**src/rtl/fifo_axi_lcl_pkg.sv**
```systemverilog
// Shared types and sizing constants for the FIFO-to-AXI-Stream drain block.
package fifo_axi_lcl_pkg;

    localparam int DW_DEF         = 64;
    localparam int SKID_DEPTH_DEF = 4;

    // Occupancy needs one extra bit so that "full" is representable.
    function automatic int occ_width(input int depth);
        return $clog2(depth) + 1;
    endfunction

    localparam int OCC_W_DEF = $clog2(SKID_DEPTH_DEF) + 1;

    typedef enum logic [1:0] {
        IDLE   = 2'd0,
        STREAM = 2'd1,
        LAST   = 2'd2
    } drain_state_e;

endpackage

```
**src/rtl/drain_skid_buf.sv**
```systemverilog
// Small synchronous FIFO holding fetched words (data plus last-tag) until
// the stream side accepts them.
module drain_skid_buf
    import fifo_axi_lcl_pkg::*;
#(
    parameter int WIDTH = DW_DEF + 1,
    parameter int DEPTH = SKID_DEPTH_DEF
) (
    input  logic                        clk,
    input  logic                        rst_n,
    input  logic                        clr,
    input  logic                        push,
    input  logic [WIDTH-1:0]            push_data,
    input  logic                        pop,
    output logic [occ_width(DEPTH)-1:0] occ,
    output logic [WIDTH-1:0]            head
);

    localparam int OW = occ_width(DEPTH);
    localparam int AW = $clog2(DEPTH);
    localparam logic [OW-1:0] FULL = OW'(DEPTH);

    logic [WIDTH-1:0] mem_r [DEPTH];
    logic [AW-1:0]    wr_ptr_r;
    logic [AW-1:0]    rd_ptr_r;
    logic [OW-1:0]    occ_r;
    logic             do_push_s;
    logic             do_pop_s;

    // A push into a full buffer is only accepted when a pop frees a slot.
    assign do_pop_s  = pop & (occ_r != '0);
    assign do_push_s = push & ((occ_r != FULL) | do_pop_s);

    // Storage array; cleared on reset so the head reads zero afterwards.
    always_ff @(posedge clk or negedge rst_n) begin
        if (!rst_n) begin
            for (int i = 0; i < DEPTH; i++) begin
                mem_r[i] <= '0;
            end
        end else if (do_push_s) begin
            mem_r[wr_ptr_r] <= push_data;
        end
    end

    // Pointers and occupancy.
    always_ff @(posedge clk or negedge rst_n) begin
        if (!rst_n) begin
            wr_ptr_r <= '0;
            rd_ptr_r <= '0;
            occ_r    <= '0;
        end else if (clr) begin
            wr_ptr_r <= '0;
            rd_ptr_r <= '0;
            occ_r    <= '0;
        end else begin
            if (do_push_s) begin
                wr_ptr_r <= wr_ptr_r + AW'(1);
            end
            if (do_pop_s) begin
                rd_ptr_r <= rd_ptr_r + AW'(1);
            end
            case ({do_push_s, do_pop_s})
                2'b10:   occ_r <= occ_r + OW'(1);
                2'b01:   occ_r <= occ_r - OW'(1);
                default: occ_r <= occ_r;
            endcase
        end
    end

    assign occ  = occ_r;
    assign head = mem_r[rd_ptr_r];

endmodule

```
**src/rtl/fifo_axi_lcl_drain.sv**
```systemverilog
// Drains one frame from a 1-cycle-latency FIFO read port into an AXI-Stream
// master. Optional beat counter enabled by macro DRAIN_BEAT_CNT_EN.
module fifo_axi_lcl_drain
    import fifo_axi_lcl_pkg::*;
#(
    parameter int DW         = DW_DEF,
    parameter int SKID_DEPTH = SKID_DEPTH_DEF
) (
    input  logic          clk,
    input  logic          rst_n,
    input  logic          clr,
    input  logic          en,
    input  logic          f_ordy,
    input  logic          f_flush,
    input  logic          f_olast,
    input  logic          f_empty,
    input  logic          f_dv,
    input  logic [DW-1:0] f_dout,
    output logic          f_rdrq,
    output logic          m_tvalid,
    input  logic          m_tready,
    output logic [DW-1:0] m_tdata,
    output logic          m_tlast,
    output logic          busy,
    output logic          done,
    output logic          err,
    output logic [15:0]   beat_cnt
);

    localparam int OW  = occ_width(SKID_DEPTH);
    localparam int OWX = OW + 1;
    localparam logic [OWX-1:0] DEPTH_X = OWX'(SKID_DEPTH);

    drain_state_e   state_r;
    drain_state_e   state_nx_s;
    logic           inflight_r;
    logic           tag_r;
    logic           err_r;
    logic           done_r;
    logic [OW-1:0]  occ_s;
    logic [DW:0]    head_s;
    logic [OWX-1:0] outstanding_s;
    logic           rdrq_s;
    logic           pop_s;
    logic           last_pop_s;
    logic           err_evt_s;

    // Requests are throttled so fetched-but-unaccepted words always fit the buffer.
    assign outstanding_s = {1'b0, occ_s} + {{OW{1'b0}}, inflight_r};
    assign rdrq_s = en & f_ordy & ~f_empty & ~clr & ~tag_r
                  & (state_r == STREAM) & (outstanding_s < DEPTH_X);

    assign m_tvalid   = (occ_s != '0);
    assign pop_s      = m_tvalid & m_tready;
    assign last_pop_s = pop_s & head_s[DW] & (state_r == LAST);
    assign err_evt_s  = (f_dv & ~inflight_r) | (inflight_r & ~f_dv)
                      | (rdrq_s & f_olast & ~f_flush);

    drain_skid_buf #(
        .WIDTH (DW + 1),
        .DEPTH (SKID_DEPTH)
    ) u_skid (
        .clk       (clk),
        .rst_n     (rst_n),
        .clr       (clr),
        .push      (f_dv & ~clr),
        .push_data ({tag_r, f_dout}),
        .pop       (pop_s),
        .occ       (occ_s),
        .head      (head_s)
    );

    // Next-state logic.
    always_comb begin
        state_nx_s = state_r;
        case (state_r)
            IDLE: begin
                if (en & f_ordy) state_nx_s = STREAM;
                else             state_nx_s = IDLE;
            end
            STREAM: begin
                if (rdrq_s & f_olast) state_nx_s = LAST;
                else                  state_nx_s = STREAM;
            end
            LAST: begin
                if (last_pop_s) state_nx_s = IDLE;
                else            state_nx_s = LAST;
            end
            default: state_nx_s = IDLE;
        endcase
    end

    // State register.
    always_ff @(posedge clk or negedge rst_n) begin
        if (!rst_n)   state_r <= IDLE;
        else if (clr) state_r <= IDLE;
        else          state_r <= state_nx_s;
    end

    // Read tracking: one outstanding read, and the last-word tag for its data.
    always_ff @(posedge clk or negedge rst_n) begin
        if (!rst_n) begin
            inflight_r <= 1'b0;
            tag_r      <= 1'b0;
        end else if (clr) begin
            inflight_r <= 1'b0;
            tag_r      <= 1'b0;
        end else begin
            inflight_r <= rdrq_s;
            tag_r      <= rdrq_s & f_olast;
        end
    end

    // Sticky protocol error and frame-end pulse.
    always_ff @(posedge clk or negedge rst_n) begin
        if (!rst_n) begin
            err_r  <= 1'b0;
            done_r <= 1'b0;
        end else if (clr) begin
            err_r  <= 1'b0;
            done_r <= 1'b0;
        end else begin
            err_r  <= err_r | err_evt_s;
            done_r <= last_pop_s;
        end
    end

`ifdef DRAIN_BEAT_CNT_EN
    logic [15:0] beat_cnt_r;

    // Accepted-beat counter, restarted when a new frame begins.
    always_ff @(posedge clk or negedge rst_n) begin
        if (!rst_n) begin
            beat_cnt_r <= 16'h0000;
        end else if (clr) begin
            beat_cnt_r <= 16'h0000;
        end else if ((state_r == IDLE) && (state_nx_s == STREAM)) begin
            beat_cnt_r <= 16'h0000;
        end else if (pop_s && (beat_cnt_r != 16'hFFFF)) begin
            beat_cnt_r <= beat_cnt_r + 16'h0001;
        end
    end

    assign beat_cnt = beat_cnt_r;
`else
    assign beat_cnt = 16'h0000;
`endif

    assign f_rdrq  = rdrq_s;
    assign m_tdata = head_s[DW-1:0];
    assign m_tlast = head_s[DW];
    assign busy    = (state_r != IDLE);
    assign done    = done_r;
    assign err     = err_r;

endmodule

```
**config.mk**
```make
export PLATFORM = sky130hd
export DESIGN_NAME = fifo_axi_lcl_drain
export DESIGN_NICKNAME = d
export VERILOG_FILES = /design/src/rtl/fifo_axi_lcl_pkg.sv /design/src/rtl/drain_skid_buf.sv /design/src/rtl/fifo_axi_lcl_drain.sv
export SDC_FILE = /design/constraint.sdc
export NUM_CORES = 1
export LEC_CHECK = 0
export ABC_AREA = 1
export ABC_CLOCK_PERIOD_IN_PS = 5150
export CAP_MARGIN = 0
export CORE_AREA = 2 2 172 174
export DETAILED_ROUTE_END_ITERATION = 8
export DIE_AREA = 0 0 174 176
export GPL_TIMING_DRIVEN = 1
export HOLD_SLACK_MARGIN = 0.12
export PLACE_DENSITY = 0.66
export SYNTH_ARGS = -nofsm -noshare
export SYNTH_HDL_FRONTEND = slang
export SYNTH_SLANG_ARGS = --single-unit
```
**constraint.sdc**
```tcl
create_clock -name clk -period 5.15 [get_ports clk]
set_input_delay 1.545 -clock clk [delete_from_list [all_inputs] [get_ports clk]]
set_output_delay 1.545 -clock clk [all_outputs]
set_load 0.05 [all_outputs]
```
==> reports/metrics.yaml <==
std_cell_rows: 62
grt_overflow: 0
avgSynthCellArea_um2: 7.939
switching_share_pct: 43.21
antenna_found_initial: 2
wl_met1_mm: 16.32
met3_length_mm: 2.805
worstSetupStartpointType: "register"
maxCapViolCount: 0
grt_start_max_net_pins: 202
tightest_slew_ns: 0.9246
required_ns: 3.61
p_clk_share_pct: 21.8
die_y_um: 176
clock-root-buffer: "clkbuf_16"
synth_flop_cell: "dfrtp_1"
yosysWarnings: 0
drive_gt1_share_pct: 5.552
timing_max_transition_violations_final: 0
start_util_pct: 44.94
fmax_mhz: 206.3
share_comb_of_total_power_pct: 43.1
clock_path_buffers: 3
met2WireLength_mm: 18.02
drt-vias-per-instance: 5.444
ys_types: 30
finalSetupViolations: 0
synth_seq_cells: 273
avgRoutedWirePerCell_um: 17.94
p_leak_nw: 7.367
cp_slowest_stage_delay_ns: 0.86
grt_pass1_vias: 10970
gp_congestion: 0.7644
syn-cell-area_um2: 12830
power_density_nw_per_um2: 646.9
hold_buffers: 0
cts_tree: "yes"
synth_edf_count: 0
cp_cell_sequence: "inv_4 > buf_12 > o21ai_0 > o22ai_1 > clkdlybuf4s50_1"
seq_area_um2: 6837
port_buffers: 143
grt_setup_unrepaired: "no"
synth-async-reset-ratio_pct: 100.0
drt-total-wl_mm: 37.60
worst_clock_skew_ns: 0.01119
ant_nets: 0
internal_power_mw: 5.662
hold_violations: 0
clock-sinks: 273
ys_seq_area_share_pct: 53.25
outcome: "completed"
fin_crit_ns: 4.848
io-pin-count: 160
period_share_pct: 94.13
cp-end-kind: "primary output"
firstDrtPassIters: 5
drt_iter0_drc: 973
die_width_um: 174
grt_pass1_wl_mm: 60.05
placedInstanceArea_um2: 14400
crit_path_max_fanout: 59
multi_input_area_um2: 5291
postCtsSetupBuffers: 0
arrival_ns: 3.30
area_delta_synth_final_pct: 20.12
drc: 0
cts.clk_slew.worst_paths_ns: 0.06
dieArea_um2: 30620
vias: 11410
worstSetupPathType: "reg2out"
fillers: 2743
syn-instance-count: 1616
worst_ir_drop_vdd_uv: 560.3
cts_resized: 0
nNetsFinal: 1767
min_path_type: "reg2reg"
seqPwrFrac_pct: 35.0
top_layer: "met5"
dpl.hpwl_mm: 20.31
finalInstanceArea_um2: 15410
cp_slowest_cell: "clkdlybuf4s50_1"
power_switching_mw: 4.307
core_area_um2: 28550
maxSlewHeadroom_pct: 38.27
grt_use_total_pct: 24.31
tns_ns: 0
cts-htree-levels: 1
clock_latency_ns: 0.55
tritoncts.num_buffers: 30
placed cells by master (no fill, tap or decap), drive strengths merged:
| master | n |
|---|---|
| nand2 | 545 |
| o21ai | 396 |
| dfrtp | 273 |
| nor2 | 145 |
| clkdlybuf4s50 | 141 |
| o22ai | 65 |
| clkbuf | 43 |
| buf | 28 |
| inv | 21 |
| conb | 16 |
| nand3 | 9 |
| clkinv | 9 |
| ha | 4 |
| a21oi | 3 |
| xor2 | 2 |
| nor3 | 2 |
| clkinvlp | 2 |
| bufinv | 2 |
| diode | 1 |
| nand3b | 1 |
| o211ai | 1 |
| nor4 | 1 |
| nand4 | 1 |
| fa | 1 |
stage by stage:
step / hold slack (ns) / std cells / setup WS, ns / total power, mW / utilization [%]
finish: 0.4821 / 2096 / 0.3023 / 9.969 / 53.98
CTS: 0.4840 / 2095 / 0.3088 / 10.01 / 53.98
floorplan: 0.4482 / 1631 / 0.8515 / 6.335 / -
global placement: 0.4640 / 2040 / 0.6431 / 7.717 / 50.44
global route: 0.5018 / 2095 / 0.1335 / 10.57 / 53.98
detailed placement: 0.4705 / 2040 / 0.6441 / 7.813 / 50.44
path summary, 6_finish.rpt:
kind,startpoint,to,slack [ns],cells past startpoint
setup / recovery,u_skid.rd_ptr_r[0],m_tdata[30],0.30,5
min in group asynchronous,rst_n,u_skid.mem_r[10],1.03,1
max in group asynchronous,rst_n,u_skid.mem_r[51],3.09,2
hold / removal,u_skid.mem_r[235],u_skid.mem_r[235],0.48,2
hold reg to reg,u_skid.mem_r[235],u_skid.mem_r[235],0.48,2
setup reg to reg,u_skid.occ[0],u_skid.occ[2],2.72,8
cell families after synthesis:
logic type,count (synthesis),synth area share [%]
buffers and inverters,166,6.251
AO/OA/AOI/OAI,465,18.79
other,1,0.02923
XOR/XNOR,2,0.1366
AND/OR/NAND/NOR,704,21.00
adder cells (fa/ha/maj),5,0.5462
flip-flops,273,53.25
registers in the layout (all words and copies together), names as in the netlist:
name             flops
done                 1
err                  1
inflight_r           1
state_r              2
tag_r                1
u_skid.mem_r       260
u_skid.occ           3
u_skid.rd_ptr_r      2
u_skid.wr_ptr_r      2
routing by layer:
layer,track usage (%),up-vias
met3,4.414,35
li1,-,5417
met1,33.60,5574
met2,40.41,382
met4,5.007,2
met5,0,-
power by group through the flow:
stage | sequential, mW | combinational, mW | clock, mW
floorplan | 3.34 | 3.00 | 0
global placement | 3.49 | 4.23 | 0
detailed placement | 3.52 | 4.29 | 0
CTS | 3.49 | 4.31 | 2.21
global route | 3.60 | 4.65 | 2.31
finish | 3.49 | 4.30 | 2.18
critical path: cells and delay by family, from the launching register on:
family                 cells  cell delay, ns
AO/OA/AOI/OAI              2            0.38
flip-flops                 1            0.74
buffers and inverters      3            1.56
cell usage after synthesis (3+ instances only):
cell type | instances | area [um^2]
a21oi_1 | 3 | 15.01
buf_2 | 52 | 260.3
buf_4 | 21 | 157.7
clkbuf_1 | 65 | 244.0
dfrtp_1 | 273 | 6832
ha_1 | 4 | 50.05
inv_1 | 20 | 75.07
nand2_1 | 543 | 2038
nand3_1 | 9 | 45.04
nor2_1 | 143 | 536.8
o21ai_0 | 383 | 1917
o21ai_1 | 13 | 65.06
o22ai_1 | 65 | 406.6
layout make-up:
type | count | area share (%)
Antenna cell | 1 | 0.01624
Clock buffer | 43 | 5.781
Clock inverter | 12 | 0.7713
Inverter | 22 | 0.5602
Multi-Input combinational cell | 1192 | 34.33
Sequential cell | 273 | 44.36
Tap cell | 384 | 3.118
Timing Repair Buffer | 169 | 11.06
Power figures use the tool's default switching activity.
